### config.mk
export PLATFORM = sky130hd
export DESIGN_NAME = uart_frame_host
export DESIGN_NICKNAME = d
export VERILOG_FILES = /design/src/rtl/uart_frame_host.sv
export SDC_FILE = /design/constraint.sdc
export NUM_CORES = 1
export LEC_CHECK = 0
export CAP_MARGIN = 20
export CORE_MARGIN = 8
export CORE_UTILIZATION = 56
export DETAILED_ROUTE_END_ITERATION = 16
export HOLD_SLACK_MARGIN = 0.05
export PLACE_DENSITY = 0.86
export SYNTH_ARGS = -nofsm -noshare
export SYNTH_HDL_FRONTEND = slang
export SYNTH_SLANG_ARGS = --single-unit
### constraint.sdc
create_clock -name clk -period 2.75 [get_ports clk]
set_clock_uncertainty 0.1 [all_clocks]
set_input_delay 0.55 -clock clk [delete_from_list [all_inputs] [get_ports clk]]
set_output_delay 0.55 -clock clk [all_outputs]
set_load 0.005 [all_outputs]
### src/rtl/uart_frame_host.sv
//------------------------------------------------------------------------------
// Module   : uart_frame_host
// Purpose  : Streams one IMG_SIZE x IMG_SIZE frame of pixel bytes from a
//            frame buffer to a UART transmitter in address order, then waits
//            for a single ASCII digit reply from the UART receiver and reports
//            the predicted digit together with a status code.
// Ports    : clk, reset        - clock and synchronous active-high reset
//            start_i           - one-cycle frame request (IDLE only)
//            rd_addr_o/rd_en_o - frame-buffer read port (1-cycle read latency)
//            rd_data_i         - pixel byte returned by the frame buffer
//            tx_dv_o/tx_byte_o - byte strobe and data to the UART transmitter
//            tx_busy_i         - UART transmitter busy
//            rx_dv_i/rx_byte_i - byte strobe and data from the UART receiver
//            busy_o/done_o     - transaction active / one-cycle end pulse
//            digit_o/err_o     - predicted digit / status (00 ok, 01 timeout,
//                                10 non-digit reply)
// Revision : 1.0 - initial release
//------------------------------------------------------------------------------
`default_nettype none

module uart_frame_host #(
  parameter int IMG_SIZE       = 28,
  parameter int ADDR_WIDTH     = 10,     // 2**ADDR_WIDTH must cover IMG_SIZE**2
  parameter int TIMEOUT_CYCLES = 2000000
) (
  input  logic                  clk,
  input  logic                  reset,
  input  logic                  start_i,
  output logic [ADDR_WIDTH-1:0] rd_addr_o,
  output logic                  rd_en_o,
  input  logic [7:0]            rd_data_i,
  output logic                  tx_dv_o,
  output logic [7:0]            tx_byte_o,
  input  logic                  tx_busy_i,
  input  logic                  rx_dv_i,
  input  logic [7:0]            rx_byte_i,
  output logic                  busy_o,
  output logic                  done_o,
  output logic [3:0]            digit_o,
  output logic [1:0]            err_o
);

  localparam int N     = IMG_SIZE * IMG_SIZE;
  localparam int CNT_W = (TIMEOUT_CYCLES > 1) ? $clog2(TIMEOUT_CYCLES) : 1;

  localparam logic [ADDR_WIDTH-1:0] LAST_IDX = ADDR_WIDTH'(N - 1);
  localparam logic [CNT_W-1:0]      CNT_LAST = CNT_W'(TIMEOUT_CYCLES - 1);

  localparam logic [1:0] ERR_OK      = 2'b00;
  localparam logic [1:0] ERR_TIMEOUT = 2'b01;
  localparam logic [1:0] ERR_BADBYTE = 2'b10;

  typedef enum logic [2:0] {
    S_IDLE,
    S_FETCH,
    S_LOAD,
    S_SEND,
    S_WAIT_ACK,
    S_WAIT_TX,
    S_WAIT_RESP,
    S_FIN
  } state_t;

  state_t                  state_q, state_d;
  logic [ADDR_WIDTH-1:0]   idx_q, idx_d;
  logic [CNT_W-1:0]        cnt_q, cnt_d;
  logic [7:0]              tx_byte_q, tx_byte_d;
  logic [3:0]              digit_q, digit_d;
  logic [1:0]              err_q, err_d;

  // ASCII '0'..'9' are 0x30..0x39, so the low nibble is already the digit.
  logic w_is_digit;
  assign w_is_digit = (rx_byte_i >= 8'h30) && (rx_byte_i <= 8'h39);

  always_ff @(posedge clk) begin
    if (reset) begin
      state_q   <= S_IDLE;
      idx_q     <= '0;
      cnt_q     <= '0;
      tx_byte_q <= 8'h00;
      digit_q   <= 4'h0;
      err_q     <= ERR_OK;
    end else begin
      state_q   <= state_d;
      idx_q     <= idx_d;
      cnt_q     <= cnt_d;
      tx_byte_q <= tx_byte_d;
      digit_q   <= digit_d;
      err_q     <= err_d;
    end
  end

  always_comb begin
    state_d   = state_q;
    idx_d     = idx_q;
    cnt_d     = cnt_q;
    tx_byte_d = tx_byte_q;
    digit_d   = digit_q;
    err_d     = err_q;
    rd_en_o   = 1'b0;
    tx_dv_o   = 1'b0;
    done_o    = 1'b0;

    unique case (state_q)
      S_IDLE: begin
        if (start_i) begin
          idx_d   = '0;
          state_d = S_FETCH;
        end
      end
      S_FETCH: begin
        rd_en_o = 1'b1;
        state_d = S_LOAD;
      end
      S_LOAD: begin
        // Read data for the FETCH-cycle address arrives here.
        tx_byte_d = rd_data_i;
        state_d   = S_SEND;
      end
      S_SEND: begin
        if (!tx_busy_i) begin
          tx_dv_o = 1'b1;
          state_d = S_WAIT_ACK;
        end
      end
      S_WAIT_ACK: begin
        // tx_busy only rises one cycle after tx_dv; skip that blind cycle.
        state_d = S_WAIT_TX;
      end
      S_WAIT_TX: begin
        if (!tx_busy_i) begin
          if (idx_q == LAST_IDX) begin
            cnt_d   = '0;
            state_d = S_WAIT_RESP;
          end else begin
            idx_d   = idx_q + 1'b1;
            state_d = S_FETCH;
          end
        end
      end
      S_WAIT_RESP: begin
        cnt_d = cnt_q + 1'b1;
        // A reply in the final counter cycle still counts as a reply.
        if (rx_dv_i) begin
          if (w_is_digit) begin
            digit_d = rx_byte_i[3:0];
            err_d   = ERR_OK;
          end else begin
            err_d   = ERR_BADBYTE;
          end
          state_d = S_FIN;
        end else if (cnt_q == CNT_LAST) begin
          err_d   = ERR_TIMEOUT;
          state_d = S_FIN;
        end
      end
      S_FIN: begin
        done_o  = 1'b1;
        state_d = S_IDLE;
      end
      default: begin
        state_d = S_IDLE;
      end
    endcase
  end

  assign busy_o    = (state_q != S_IDLE);
  assign rd_addr_o = idx_q;
  assign tx_byte_o = tx_byte_q;
  assign digit_o   = digit_q;
  assign err_o     = err_q;

endmodule

`default_nettype wire
# == Yosys cells after proc, flatten, opt, wreduce, memory -nomap -nowiden ==
# Cells that the tools add are included.
# totals
ff_bits,48
inputBits,21
output_inout_bits,28
# classes
n_addsub,2
magnitude_cmp,2
n_eq_ne,15
mux,21
n_reduce_logical,11
# op_table
cell,n
$mux W21,2
$pmux W21 S2,1
$mux W10,3
$pmux W3 S8,1
$add A21 B1 Y21 const B,1
$eq A21 B21 Y1 const B,1
$pmux W10 S2,1
$mux W3,6
$eq A3 B3 Y1 const B,4
$add A10 B1 Y10 const B,1
$eq A10 B10 Y1 const B,1
$ne A2 B2 Y1 const B,5
$ge A8 B6 Y1 const B,1
$le A8 B6 Y1 const B,1
$reduce_and A4 Y1,2
$eq A3 B2 Y1 const B,2
$mux W2,3
$reduce_and A3 Y1,2
$reduce_bool A2 Y1,3
$mux W1,4
$eq A3 B1 Y1 const B,1
$logic_not A3 Y1,1
$ne A3 B3 Y1 const B,1
$reduce_bool A3 Y1,1
2 further kinds,2

# == Longest topological paths before layout ==
# Gate-level depths: netlist (run 1).
# logic_depth
ltp_word,4
ltp_mapped,7

# == Worst setup path before layout (run 1) ==
# No wires, ideal clock.
# synth_path
kind,register to register
start,register cnt_q[0]
end,"register err_q[1], in the netlist err_o[1]"
setup_time_ps,133
arrival_time_ps,1652
t_required_ps,2517
path_slack_ps,865
stages_incl_launch_ff,7
n_path_buf,1
synth_period_minus_slack_ps,1885
path_cell_list,dfxtp_1 -> ha_1 -> clkbuf_1 -> nand2_1 -> or4_1 -> o311ai_1 -> a21oi_1
# synth_via
elab_chain_cells,3
# synth_rtl
item,line_no,text
"start, declared",66,"logic [CNT_W-1:0] cnt_q, cnt_d;"
"start signal, assigned",86,cnt_q <= cnt_d;
$eq A21 B21 Y1,152,end else if (cnt_q == CNT_LAST) begin
$reduce_bool A2 Y1 (no line),n/a,
$reduce_and A2 Y1 (no line),n/a,
"end signal, assigned",89,err_q <= err_d;
"end, declared",69,"logic [1:0] err_q, err_d;"
# Every way passes these cells.
# A chain may end at the register's enable or synchronous reset.

# == Final worst setup path (run 1) ==
# layout_path
start,input tx_busy_i
end,output tx_dv_o
# layout_via
elab_chain_cells,2
# layout_rtl
item,line_no,text
"start, declared",34,"input logic tx_busy_i,"
$mux W1,121,if (!tx_busy_i) begin
$mux W1,104,unique case (state_q)
"end, declared",32,"output logic tx_dv_o,"
# Every way passes these cells.

==> results of run 1 <==
[tightest hold or removal path, delay by kind of cell (launching register included)]
kind | cells | cell delay, ps
and+or+nand+nor | 1 | 50
DFF | 1 | 330
muxes | 1 | 50
[repair_timing]
action	CTS	global route
gates resized for setup	0	1
hold buffers	0	0
buffers inserted	0	0
setup endpoints to repair	0	1
[layout make-up]
class / count / area (um2) / share of cell area (%)
multi-input cells: 224 / 1570 / 47.7
flip-flops and latches: 48 / 962 / 29.2
repair buffers: 57 / 561 / 17.0
clock buffers: 6 / 82.6 / 2.50
well taps: 54 / 67.6 / 2.05
clock inverters: 2 / 38.8 / 1.18
inverters: 4 / 15.0 / 0.455
[worst paths after layout]
kind                           start                endpoint  slack (ps)
max                        tx_busy_i                 tx_dv_o         230
max reg2reg  state_q[2]$_SDFFE_PP0P_  cnt_q[11]$_SDFFE_PP0P_         610
min reg2reg   cnt_q[20]$_SDFFE_PP0P_  cnt_q[20]$_SDFFE_PP0P_         380
min           cnt_q[20]$_SDFFE_PP0P_  cnt_q[20]$_SDFFE_PP0P_         380
[cell usage after synthesis (2+ instances only)]
| master | instances | area [um2] |
|---|---|---|
| dfxtp_1 | 48 | 961 |
| nand2_1 | 33 | 124 |
| mux2i_1 | 21 | 210 |
| nor2_1 | 21 | 78.8 |
| nand4_1 | 13 | 81.3 |
| clkbuf_1 | 11 | 41.3 |
| a2111o_1 | 10 | 113 |
| a21oi_1 | 9 | 45.0 |
| o2111ai_1 | 9 | 78.8 |
| buf_2 | 8 | 40.0 |
| nand2b_1 | 8 | 50.1 |
| nand3_1 | 7 | 35.0 |
| nor3_1 | 6 | 30.0 |
| o21ai_0 | 6 | 30.0 |
| a211oi_1 | 5 | 37.5 |
| and2_1 | 5 | 31.3 |
| and3_1 | 5 | 31.3 |
| and4_1 | 5 | 43.8 |
| nor4_1 | 5 | 31.3 |
| or3_1 | 5 | 31.3 |
| a2111oi_2 | 4 | 60.1 |
| inv_1 | 4 | 15.0 |
| nand3b_1 | 4 | 30.0 |
| o21ai_1 | 4 | 20.0 |
| xor2_1 | 3 | 26.3 |
| a2111oi_0 | 2 | 17.5 |
| a21o_1 | 2 | 15.0 |
| and3b_1 | 2 | 17.5 |
| ha_1 | 2 | 25.0 |
| nor4b_1 | 2 | 17.5 |
| o311ai_1 | 2 | 17.5 |
| or2_1 | 2 | 12.5 |
| or4_1 | 2 | 15.0 |
| xnor2_1 | 2 | 17.5 |
[registers in the layout (all words and copies together) (netlist names)]
signal and cells:
state_q 3, err_o 2, rd_addr_o 10, digit_o 4, cnt_q 21, tx_byte_o 8
[metal layers]
layer	global-route usage, %	wire length, um	up-vias
li1	-	-	1219
met1	23.6	2860	1195
met2	30.6	3100	69
met3	6.05	567	5
met4	6.31	76	0
met5	0	0	-
[cells by family after synthesis]
| kind of cell | synth area share [%] |
|---|---|
| xor+xnor | 1.66 |
| compound gates | 21.4 |
| fa+ha+maj | 0.947 |
| mux | 7.96 |
| simple gates | 27.6 |
| buf+inv | 4.07 |
| flops | 36.4 |
[per-stage QoR]
| step | cells | area, um2 | hold WS [ps] | setup slack [ps] | util (%) |
|---|---|---|---|---|---|
| floorplan | 296 | 2640 | 343 | 865 | - |
| global placement | 387 | 3180 | 352 | 243 | 68.6 |
| detailed placement | 387 | 3180 | 365 | 236 | 68.6 |
| CTS | 395 | 3300 | 378 | 221 | 71.2 |
| global route | 395 | 3300 | 401 | 95.1 | 71.3 |
| finish | 395 | 3300 | 376 | 235 | 71.3 |
[where the power goes]
part / internal, mW / switching [mW]
clock network: 0.298 / 0.247
registers: 0.704 / 0.0111
logic: 0.0713 / 0.0524
==> metrics.yaml, run 1 <==
global_routing:
  grt_overflow: 0
  grt_max_degree: 30
  track_usage_pct: 19.1
  grt_pass1_wl_mm: 11.4
  grt_pass1_vias: 2379
  antenna_found_initial: 0
logic_synthesis:
  synth_area_um2: 2640
  yosys_warnings: 0
  ys_seq_area_share_pct: 36.4
  synth_flop_cell: "dfxtp_1"
  syn_area_per_cell_um2: 8.92
  async_reset_ff_share_pct: 0
  synth.net_count: 319
  ys_types: 53
  synth_edf_count: 0
  syn-instance-count: 296
  synth-seq-cells: 48
critical_path:
  path_delay_family: "buffers and inverters"
  arrival_ps: 1870
  cpMostUsedCell: "clkdlybuf4s50_1"
  slowest_stage: "clkdlybuf4s50_1"
  cp_cell_sequence: "clkdlybuf4s50_1 -> nor3b_1 -> and2_1 -> clkdlybuf4s50_1"
  cp_slowest_stage_delay_ps: 490
  critPathMaxFanout: 3
  cp.depth: 4
  end_kind: "output pin"
  criticalPathCategory: "in -> out"
  critPathBufInv: 2
  startpoint_type: "input pin"
  rr_worst_depth: 5
  required_ps: 2100
floorplan:
  start_util_pct: 57.1
  die_x_um: 84.7
  num_io_pins: 49
  rows: 25
  core-area_um2: 4630
  die_h_um: 84.7
  dieArea_um2: 7170
power:
  total_power_mw: 1.38
  p_leak_nw: 1.17
  peakVddDrop_uv: 288
  powerDensity_nw_per_um2: 419
layout:
  syn_to_final_growth_pct: 24.9
  final_cell_mix: "clkdlybuf4s50_1 (48), dfxtp_1 (47), nand2_1 (33)"
  final_layout_size_suffix_gt1_share_pct: 8.50
  antenna_cells: 0
  layout_commonest_cell: "clkdlybuf4s50_1"
  num-fill-cells: 362
  num-nets-final: 363
timing:
  grt_setup_unrepaired: "false"
  slew_headroom_pct: 60.7
  finalCritPeriodShare_pct: 91.5
  period_needed_ps: 2520
  worst_pin_slew_ps: 589
  fmax_ghz: 0.398
  report.final.slew_viol_count: 0
  final_hold_viol_count: 0
  tns_ps: 0
  setup_viol: 0
cts:
  clkTransAtPathRegs_ps: 90
  cts_root_buf: "clkbuf_8"
  clock-sinks: 48
  cts_buffers: 5
  cts_max_path_buffers: 2
  htreeDepth: 2
  clk-insertion-delay-late_ps: 300
  cts_tree: "yes"
detailed_routing:
  drtIter0Drc: 200
  vias: 2488
  routed_wl_mm: 6.60
  ant_nets: 0
  route.detailed.drc: 0
  vias_per_cell: 6.30
  drt_first_pass_iters: 4
  wl_per_cell_um: 16.7
worst_hold_path:
  hold_depth: 2
  hold_path.class: "reg -> reg"
placement:
  port_buffers: 48
  dp.final_hpwl_mm: 4.82
  finalWeightedCongestion: 0.892
run:
  drv_cap: 0
run_status:
  run_status: "completed"
Note: power is estimated with default switching activity, not from simulation.
==> inputs of run 2 (changes only) <==
--- a/config.mk
+++ b/config.mk
@@ -6,6 +6,7 @@
 export NUM_CORES = 1
 export LEC_CHECK = 0
 export CAP_MARGIN = 20
+export CORE_ASPECT_RATIO = 0.8
 export CORE_MARGIN = 8
 export CORE_UTILIZATION = 56
 export DETAILED_ROUTE_END_ITERATION = 16
==> metrics.yaml, run 2 (synthesis gave the netlist of run 1 again) <==
global_routing:
  grt_max_degree: 30
  track_usage_pct: 18.9
  grt_pass1_wl_mm: 11.4
  grt_overflow: 0
  antenna_found_initial: 0
  grt_pass1_vias: 2367
cts:
  cts_tree: "yes"
  postCtsSetupBuffers: 0
  clk-insertion-delay-late_ps: 300
  htreeDepth: 2
  clkTransAtPathRegs_ps: 80
  cts_max_path_buffers: 2
  hold_buffers: 0
  clock-sinks: 48
  cts_root_buf: "clkbuf_8"
  cts_buffers: 5
  ctsResizeCount: 0
detailed_routing:
  drt_first_pass_iters: 4
  wl_per_cell_um: 16.8
  drtIter0Drc: 117
  ant_nets: 0
  vias_per_cell: 6.27
  route.detailed.drc: 0
  vias: 2525
  routed_wl_mm: 6.79
floorplan:
  core-area_um2: 4570
  dieArea_um2: 7180
  rows: 22
  die_x_um: 92.8
  num_io_pins: 49
  die_h_um: 77.4
  start_util_pct: 57.8
critical_path:
  startpoint_type: "input pin"
  required_ps: 2100
  cp_slowest_stage_delay_ps: 490
  end_kind: "output pin"
  cp_cell_sequence: "clkdlybuf4s50_1 -> nor3b_1 -> and2_1 -> clkdlybuf4s50_1"
  cpMostUsedCell: "clkdlybuf4s50_1"
  rr_worst_depth: 5
  criticalPathCategory: "in -> out"
  arrival_ps: 1910
  critPathMaxFanout: 3
  slowest_stage: "clkdlybuf4s50_1"
timing:
  period_needed_ps: 2560
  grt_setup_unrepaired: "false"
  report.final.slew_viol_count: 0
  worst_pin_slew_ps: 905
  whs_ps: 384
  finalCritPeriodShare_pct: 93.1
  slew_headroom_pct: 39.7
  setup_viol: 0
  final_hold_viol_count: 0
  tns_ps: 0
  fmax_ghz: 0.391
layout:
  num-nets-final: 365
  top_register: "cnt_q"
  fin_util_pct: 72.1
  antenna_cells: 0
  final_layout_size_suffix_gt1_share_pct: 8.45
  num-fill-cells: 366
  syn_to_final_growth_pct: 24.7
  instances_no_fill: 403
  largest_register_ffs: 21
  final_cell_mix: "dfxtp_1 (48), clkdlybuf4s50_1 (48), nand2_1 (33)"
worst_hold_path:
  hold_depth: 2
  hold_path.class: "reg -> reg"
power:
  peakVddDrop_uv: 453
  p_leak_nw: 1.17
  powerDensity_nw_per_um2: 410
  total_power_mw: 1.35
placement:
  place_inst: 395
  dp.final_hpwl_mm: 4.99
  port_buffers: 48
  finalWeightedCongestion: 0.788
run:
  drv_cap: 0
run_status:
  run_status: "completed"
run 2: changes by cell type in the layout (fill, tap and decap cells not counted):
cell / change
clkinv_2: +1
dfxtp_2: -1
dfxtp_1: +1
clkbuf_1: +1
clkinv_4: -1
buf_12: -1
clkbuf_8: -1
buf_4: +3
run 2: where the power goes:
part	switching [mW]	internal [mW]	leakage, nW
clock network	0.238	0.270	0.0552
registers	0.00731	0.703	0.387
logic	0.0580	0.0730	0.724
run 2: path summary, 6_finish.rpt:
kind	slack [ps]	end	from
worst min-delay path	380	cnt_q[19]$_SDFFE_PP0P_	cnt_q[19]$_SDFFE_PP0P_
worst max-delay path	190	tx_dv_o	tx_busy_i
worst min register to register	380	cnt_q[19]$_SDFFE_PP0P_	cnt_q[19]$_SDFFE_PP0P_
worst max register to register	460	cnt_q[12]$_SDFFE_PP0P_	state_q[1]$_SDFFE_PP0P_
run 2: worst max-delay path, delay by kind of cell:
kind	cells	cell delay (ps)
buffers and inverters	2	940
and+or+nand+nor	2	410
run 2: per-stage QoR:
stage	worst slack [ps]	cell area, um2
3_3_place_gp	246	3190
2_1_floorplan	865	2640
5_1_grt	5.56	3290
6_report	190	3290
3_5_place_dp	185	3190
4_1_cts	179	3290
run 2: final cells by class:
| class | instances | area (um2) | area share [%] |
|---|---|---|---|
| clock buffers | 6 | 72.6 | 2.20 |
| clock inverters | 2 | 35.0 | 1.06 |
| inverters | 4 | 15.0 | 0.456 |
| multi-input cells | 224 | 1570 | 47.7 |
| flip-flops and latches | 48 | 961 | 29.2 |
| well taps | 60 | 75.1 | 2.28 |
| repair buffers | 59 | 563 | 17.1 |
run 2: routing by layer:
metal / track usage (%) / up-vias / part of all wire, %
met2: 29.8 / 90 / 46
met3: 5.96 / 14 / 8.5
met1: 23.8 / 1192 / 44
met5: 0 / - / 0
met4: 6.10 / 0 / 1.2
li1: - / 1229 / -
